### config.mk
export PLATFORM = sky130hd
export DESIGN_NAME = menu_ctl
export DESIGN_NICKNAME = d
export VERILOG_FILES = /design/src/rtl/menu_ctl.sv
export SDC_FILE = /design/constraint.sdc
export NUM_CORES = 1
export LEC_CHECK = 0
export BUFFER_PORTS_ARGS = -buffer_cell sky130_fd_sc_hd__buf_4
export CORE_ASPECT_RATIO = 0.7
export CORE_MARGIN = 1.5
export CORE_UTILIZATION = 40
export DETAILED_ROUTE_END_ITERATION = 10
export PLACE_DENSITY = 0.62
export SLEW_MARGIN = 10
export SYNTH_ARGS = -nofsm -noshare
export SYNTH_HDL_FRONTEND = slang
export SYNTH_SLANG_ARGS = --single-unit
### constraint.sdc
create_clock -name pclk -period 2.25 [get_ports pclk]
set_clock_uncertainty 0.05 [all_clocks]
set_input_delay 0.225 -clock pclk [delete_from_list [all_inputs] [get_ports pclk]]
set_output_delay 0.225 -clock pclk [all_outputs]
set_load 0.02 [all_outputs]
### src/rtl/menu_ctl.sv
`default_nettype none
// +----------------------------------------------------------------------------+
// | menu_ctl                                                                   |
// | Start-menu button debounce, player selection and game-phase sequencing.    |
// | Revision: 1.0                                                              |
// +----------------------------------------------------------------------------+
module menu_ctl #(
  parameter int DB_CYCLES   = 650000,
  parameter int OVER_FRAMES = 120
) (
  input  logic pclk,
  input  logic rst,
  input  logic btn_up,
  input  logic btn_down,
  input  logic btn_start,
  input  logic vblnk,
  input  logic game_over,
  output logic player_count,
  output logic menu_active,
  output logic game_running,
  output logic game_start
);

  localparam int                 c_CNT_W     = $clog2(DB_CYCLES + 1);
  localparam logic [c_CNT_W-1:0] c_CNT_LAST  = c_CNT_W'(DB_CYCLES - 1);
  localparam logic [7:0]         c_OVER_LAST = 8'(OVER_FRAMES);

  localparam logic [1:0] S_MENU       = 2'd0;
  localparam logic [1:0] S_START_WAIT = 2'd1;
  localparam logic [1:0] S_RUNNING    = 2'd2;
  localparam logic [1:0] S_OVER       = 2'd3;

  logic [2:0] w_btn_raw;
  logic [2:0] w_evt;
  logic       w_vf_tick;
  logic       r_vblnk_d;
  logic       r_pending_sel;
  logic [7:0] r_frame_cnt;
  logic [1:0] r_state;
  logic [1:0] w_state_next;
  logic       w_menu_active_next;
  logic       w_game_running_next;
  logic       w_game_start_next;

  assign w_btn_raw = {btn_start, btn_down, btn_up};

  // Bit 0 = up, bit 1 = down, bit 2 = start; each lane is sync + debounce + rise pulse.
  generate
    for (genvar gi = 0; gi < 3; gi++) begin : g_btn
      logic               r_sync1;
      logic               r_sync2;
      logic               r_db;
      logic               r_db_d;
      logic               r_evt;
      logic [c_CNT_W-1:0] r_cnt;

      always_ff @(posedge pclk) begin
        if (rst) begin
          r_sync1 <= 1'b0;
          r_sync2 <= 1'b0;
          r_db    <= 1'b0;
          r_db_d  <= 1'b0;
          r_evt   <= 1'b0;
          r_cnt   <= '0;
        end else begin
          r_sync1 <= w_btn_raw[gi];
          r_sync2 <= r_sync1;
          r_db_d  <= r_db;
          r_evt   <= r_db & ~r_db_d;
          if (r_sync2 == r_db) begin
            r_cnt <= '0;
          end else if (r_cnt == c_CNT_LAST) begin
            r_db  <= r_sync2;
            r_cnt <= '0;
          end else begin
            r_cnt <= r_cnt + 1'b1;
          end
        end
      end

      assign w_evt[gi] = r_evt;
    end
  endgenerate

  assign w_vf_tick = vblnk & ~r_vblnk_d;

  always_ff @(posedge pclk) begin
    if (rst) begin
      r_vblnk_d     <= 1'b0;
      r_pending_sel <= 1'b0;
      player_count  <= 1'b0;
      r_frame_cnt   <= 8'd0;
    end else begin
      r_vblnk_d <= vblnk;
      // Opposing up/down in the same cycle cancel out.
      if ((r_state == S_MENU) && (w_evt[0] ^ w_evt[1])) begin
        r_pending_sel <= w_evt[1];
      end
      if (w_vf_tick) begin
        player_count <= r_pending_sel;
      end
      if ((r_state == S_RUNNING) && game_over) begin
        r_frame_cnt <= 8'd0;
      end else if ((r_state == S_OVER) && w_vf_tick) begin
        r_frame_cnt <= r_frame_cnt + 8'd1;
      end
    end
  end

  always_ff @(posedge pclk) begin
    if (rst) begin
      r_state      <= S_MENU;
      menu_active  <= 1'b1;
      game_running <= 1'b0;
      game_start   <= 1'b0;
    end else begin
      r_state      <= w_state_next;
      menu_active  <= w_menu_active_next;
      game_running <= w_game_running_next;
      game_start   <= w_game_start_next;
    end
  end

  always_comb begin
    w_state_next = r_state;
    case (r_state)
      S_MENU:       if (w_evt[2]) w_state_next = S_START_WAIT;
      S_START_WAIT: if (w_vf_tick) w_state_next = S_RUNNING;
      S_RUNNING:    if (game_over) w_state_next = S_OVER;
      S_OVER:       if (w_vf_tick && ((r_frame_cnt + 8'd1) == c_OVER_LAST)) w_state_next = S_MENU;
      default:      w_state_next = S_MENU;
    endcase
  end

  // Outputs are decoded from the next state so they register alongside it.
  always_comb begin
    w_menu_active_next  = (w_state_next == S_MENU) || (w_state_next == S_START_WAIT);
    w_game_running_next = (w_state_next == S_RUNNING);
    w_game_start_next   = (r_state == S_START_WAIT) && (w_state_next == S_RUNNING);
  end

endmodule
`default_nettype wire

==> metrics.txt <==
Num CTS Buffers 9; synth warn 0; Seq/Total Area, Yosys 0.473; r2r endpoint g_btn[1].r_cnt[12]$_SDFF_PP0_; effective utilization at floorplan 0.417; H-tree levels 3; largest family of logic cells by synthesized area simple AND/OR/NAND/NOR gates; reg2reg start g_btn[1].r_cnt[8]$_SDFF_PP0_; most common cell after layout, fill and taps aside dfxtp_1; Critical Setup Path Class reg -> reg; CTS root buf clkbuf_16; first-pass GRT wire length 11,400 µm; Critical Path Fanout Max 20; CTS sink cnt 91; power per cell area 730 mW/mm²; Hold Path End g_btn[2].r_sync1$_SDFF_PP0_; most frequent cells in the layout dfxtp_1, nor2_1, xor2_1, nand3_1, nand2_1; FFs w/ async S/R, synth 0; Cell Area, Placed 0.00401 mm²; Resized cells post-CTS 0; I/O Buffers 10; Antenna diodes 0; max incr delay on CP 420 ps; nets 445; Buf/Inv on CP 1; unrepaired setup endpoints after global routing false; average vias per placed instance 4.76; hold depth 2; Max VDD drop 0.000528 V; CP cell instances nand4_1 -> or3_1 -> nor4_2 -> or3_1 -> buf_4 -> nor2_1; crit path launch type register; RePlAce Congestion 0.791; status finished clean; Synth Area in Adders 0.0163; initial antenna violation count 0; vias in the first global route 2,572; Cell Area, Synth 0.00385 mm²; TritonRoute pass-1 iters 4; Setup Fix Bufs, Post-CTS 0; Syn Area/Cell 9.10 µm²; worst slew pin tran 540 ps; post-route cell area 0.00430 mm²; Critical Path RT 2420 ps; min-delay src btn_start; mux cell area share after synthesis 0.0156; First DRT Iteration DRCs 116; num ports 11; Synth Instances 423; maximum clock frequency 0.538 GHz; Hold Crit Class in -> reg; Clk pin slew, worst setup/hold paths 60 ps; CP endpoint kind register; Post-DRT Antenna Nets 0; flops & latches, synth 91; EDFF count, synth 0; Die Wd 120 µm; flop2flop setup slack 390 ps; Max Slew Vio Count 0; worst skew pair latency 330 ps; Die Ht 85.1 µm; Pleak 1.44 nW; final core utilization 0.467; Post-synth top flop dfxtp_1; CTS tree done; Row Count 29; synth-to-layout area growth 11.8%; Slew headroom 0.637; Tcrit/Tclk final 0.826; largest net degree at the start of global routing 26; core footprint 0.00922 mm²; final worst path period need 1860 ps; Max clock buf depth 2; Post-Route Setup TNS 0 ps; syn nets 435; Synth Area in XOR/XNOR 0.148; grt total ovfl 0; Post-Synth Simple-Gate Area 0.286; power consumption 3.14 mW; vias 2,672; Die ar. 0.0102 mm²; most frequent CP cell or3_1; Routed WL 6400 µm; CP max-delay cell dfxtp_1; Final Setup Violations 0; GRT Total Usage 0.138; # DRC 0; layout cells sized above 1 0.0778; Worst EP arrival 2020 ps; Final Hold Vio Count 0; Max Cap Viol 0; Synth Area in Compound Gates 0.0296; DPL Wire Length 4270 µm; Routed WL per cell 11.4 µm; post-synth cell types 41; Hold Buf Count CTS 0; depth of the most critical reg-to-reg path 6; Worst path top cell family by delay simple AND/OR/NAND/NOR gates
==> cell usage after synthesis, types with 3 or more instances <==
master / count / area, µm²
mux2i_1: 6 / 60.1
xor2_1: 44 / 385
nor4_2: 3 / 37.5
nor4_1: 3 / 18.8
nand4_1: 18 / 113
nand3_1: 28 / 140
o21ai_0: 4 / 20.0
nand2_1: 26 / 97.6
nor3_1: 4 / 20.0
dfxtp_1: 91 / 1820
buf_6: 5 / 56.3
or3_1: 4 / 25.0
nor2b_1: 16 / 100
a21oi_1: 3 / 15.0
nor3b_1: 3 / 22.5
and4_1: 4 / 35.0
nor2_1: 90 / 338
ha_1: 5 / 62.6
clkbuf_1: 7 / 26.3
xnor2_1: 21 / 184
and3_1: 8 / 50.1
inv_1: 7 / 26.3
==> how the worst max path moves through the flow <==
stage                                             from                             to  slack [ps]  depth (start not counted)
after detailed placement  g_btn[1].r_cnt[0]$_SDFF_PP0_  g_btn[1].r_cnt[19]$_SDFF_PP0_         390                          6
after CTS                 g_btn[1].r_cnt[0]$_SDFF_PP0_  g_btn[1].r_cnt[12]$_SDFF_PP0_         370                          6
after floorplan            r_frame_cnt[0]$_SDFFE_PP0P_         menu_active$_SDFF_PP1_         540                          6
after global placement    g_btn[1].r_cnt[8]$_SDFF_PP0_  g_btn[1].r_cnt[15]$_SDFF_PP0_         420                          6
after global routing       r_frame_cnt[0]$_SDFFE_PP0P_          r_state[1]$_SDFF_PP0_         250                          5
final                     g_btn[1].r_cnt[8]$_SDFF_PP0_  g_btn[1].r_cnt[12]$_SDFF_PP0_         390                          6
==> worst reg2reg max path, cell delays in order (launching register included) <==
cell,delay [ps]
dfxtp_1,420
nand4_1,100
or3_1,330
nor4_2,380
or3_1,160
buf_4,230
nor2_1,80
==> flip-flops by register name, summed over array words and instances, names as in the netlist <==
signal	count
game_start	1
r_vblnk_d	1
g_btn.r_db	3
g_btn.r_sync2	3
menu_active	1
g_btn.r_sync1	3
player_count	1
g_btn.r_db_d	3
r_pending_sel	1
r_state	2
game_running	1
g_btn.r_evt	3
r_frame_cnt	8
g_btn.r_cnt	60
==> area by class of cell <==
type	instances	area, µm²
fillers	893	4920
multi-input cells	311	1900
flip-flops and latches	91	1820
clock buffers	13	260
well taps	124	155
repair buffers	13	97.6
clock inverters	2	35.0
inverters	7	26.3
==> routing by layer <==
layer	track usage	vias up	share of wire
li1	-	1434	-
met1	0.184	1214	0.55
met2	0.208	14	0.41
met3	0.0497	10	0.028
met4	0.0471	0	0.014
met5	0	-	0
==> cell families after synthesis <==
group	after synthesis
flip-flops	91
AO/OA/AOI/OAI	16
buffers and inverters	21
multiplexers	6
XOR/XNOR	65
AND/OR/NAND/NOR	219
adder cells (fa/ha/maj)	5
==> per-stage QoR <==
step | hold slack [ps] | setup slack [ps] | std cells
detailed placement | 325 | 386 | 546
finish | 55.1 | 392 | 561
global route | 50.0 | 255 | 561
CTS | 45.8 | 370 | 561
global placement | 323 | 420 | 546
floorplan | 254 | 545 | 423
==> power breakdown <==
part	total, mW	internal, mW	switching (mW)
clock network	1.48	0.913	0.564
registers	1.62	1.62	0.00359
logic	0.0404	0.0171	0.0233
total	3.14	2.55	0.591
No activity file was read; power rests on OpenSTA's default activity.
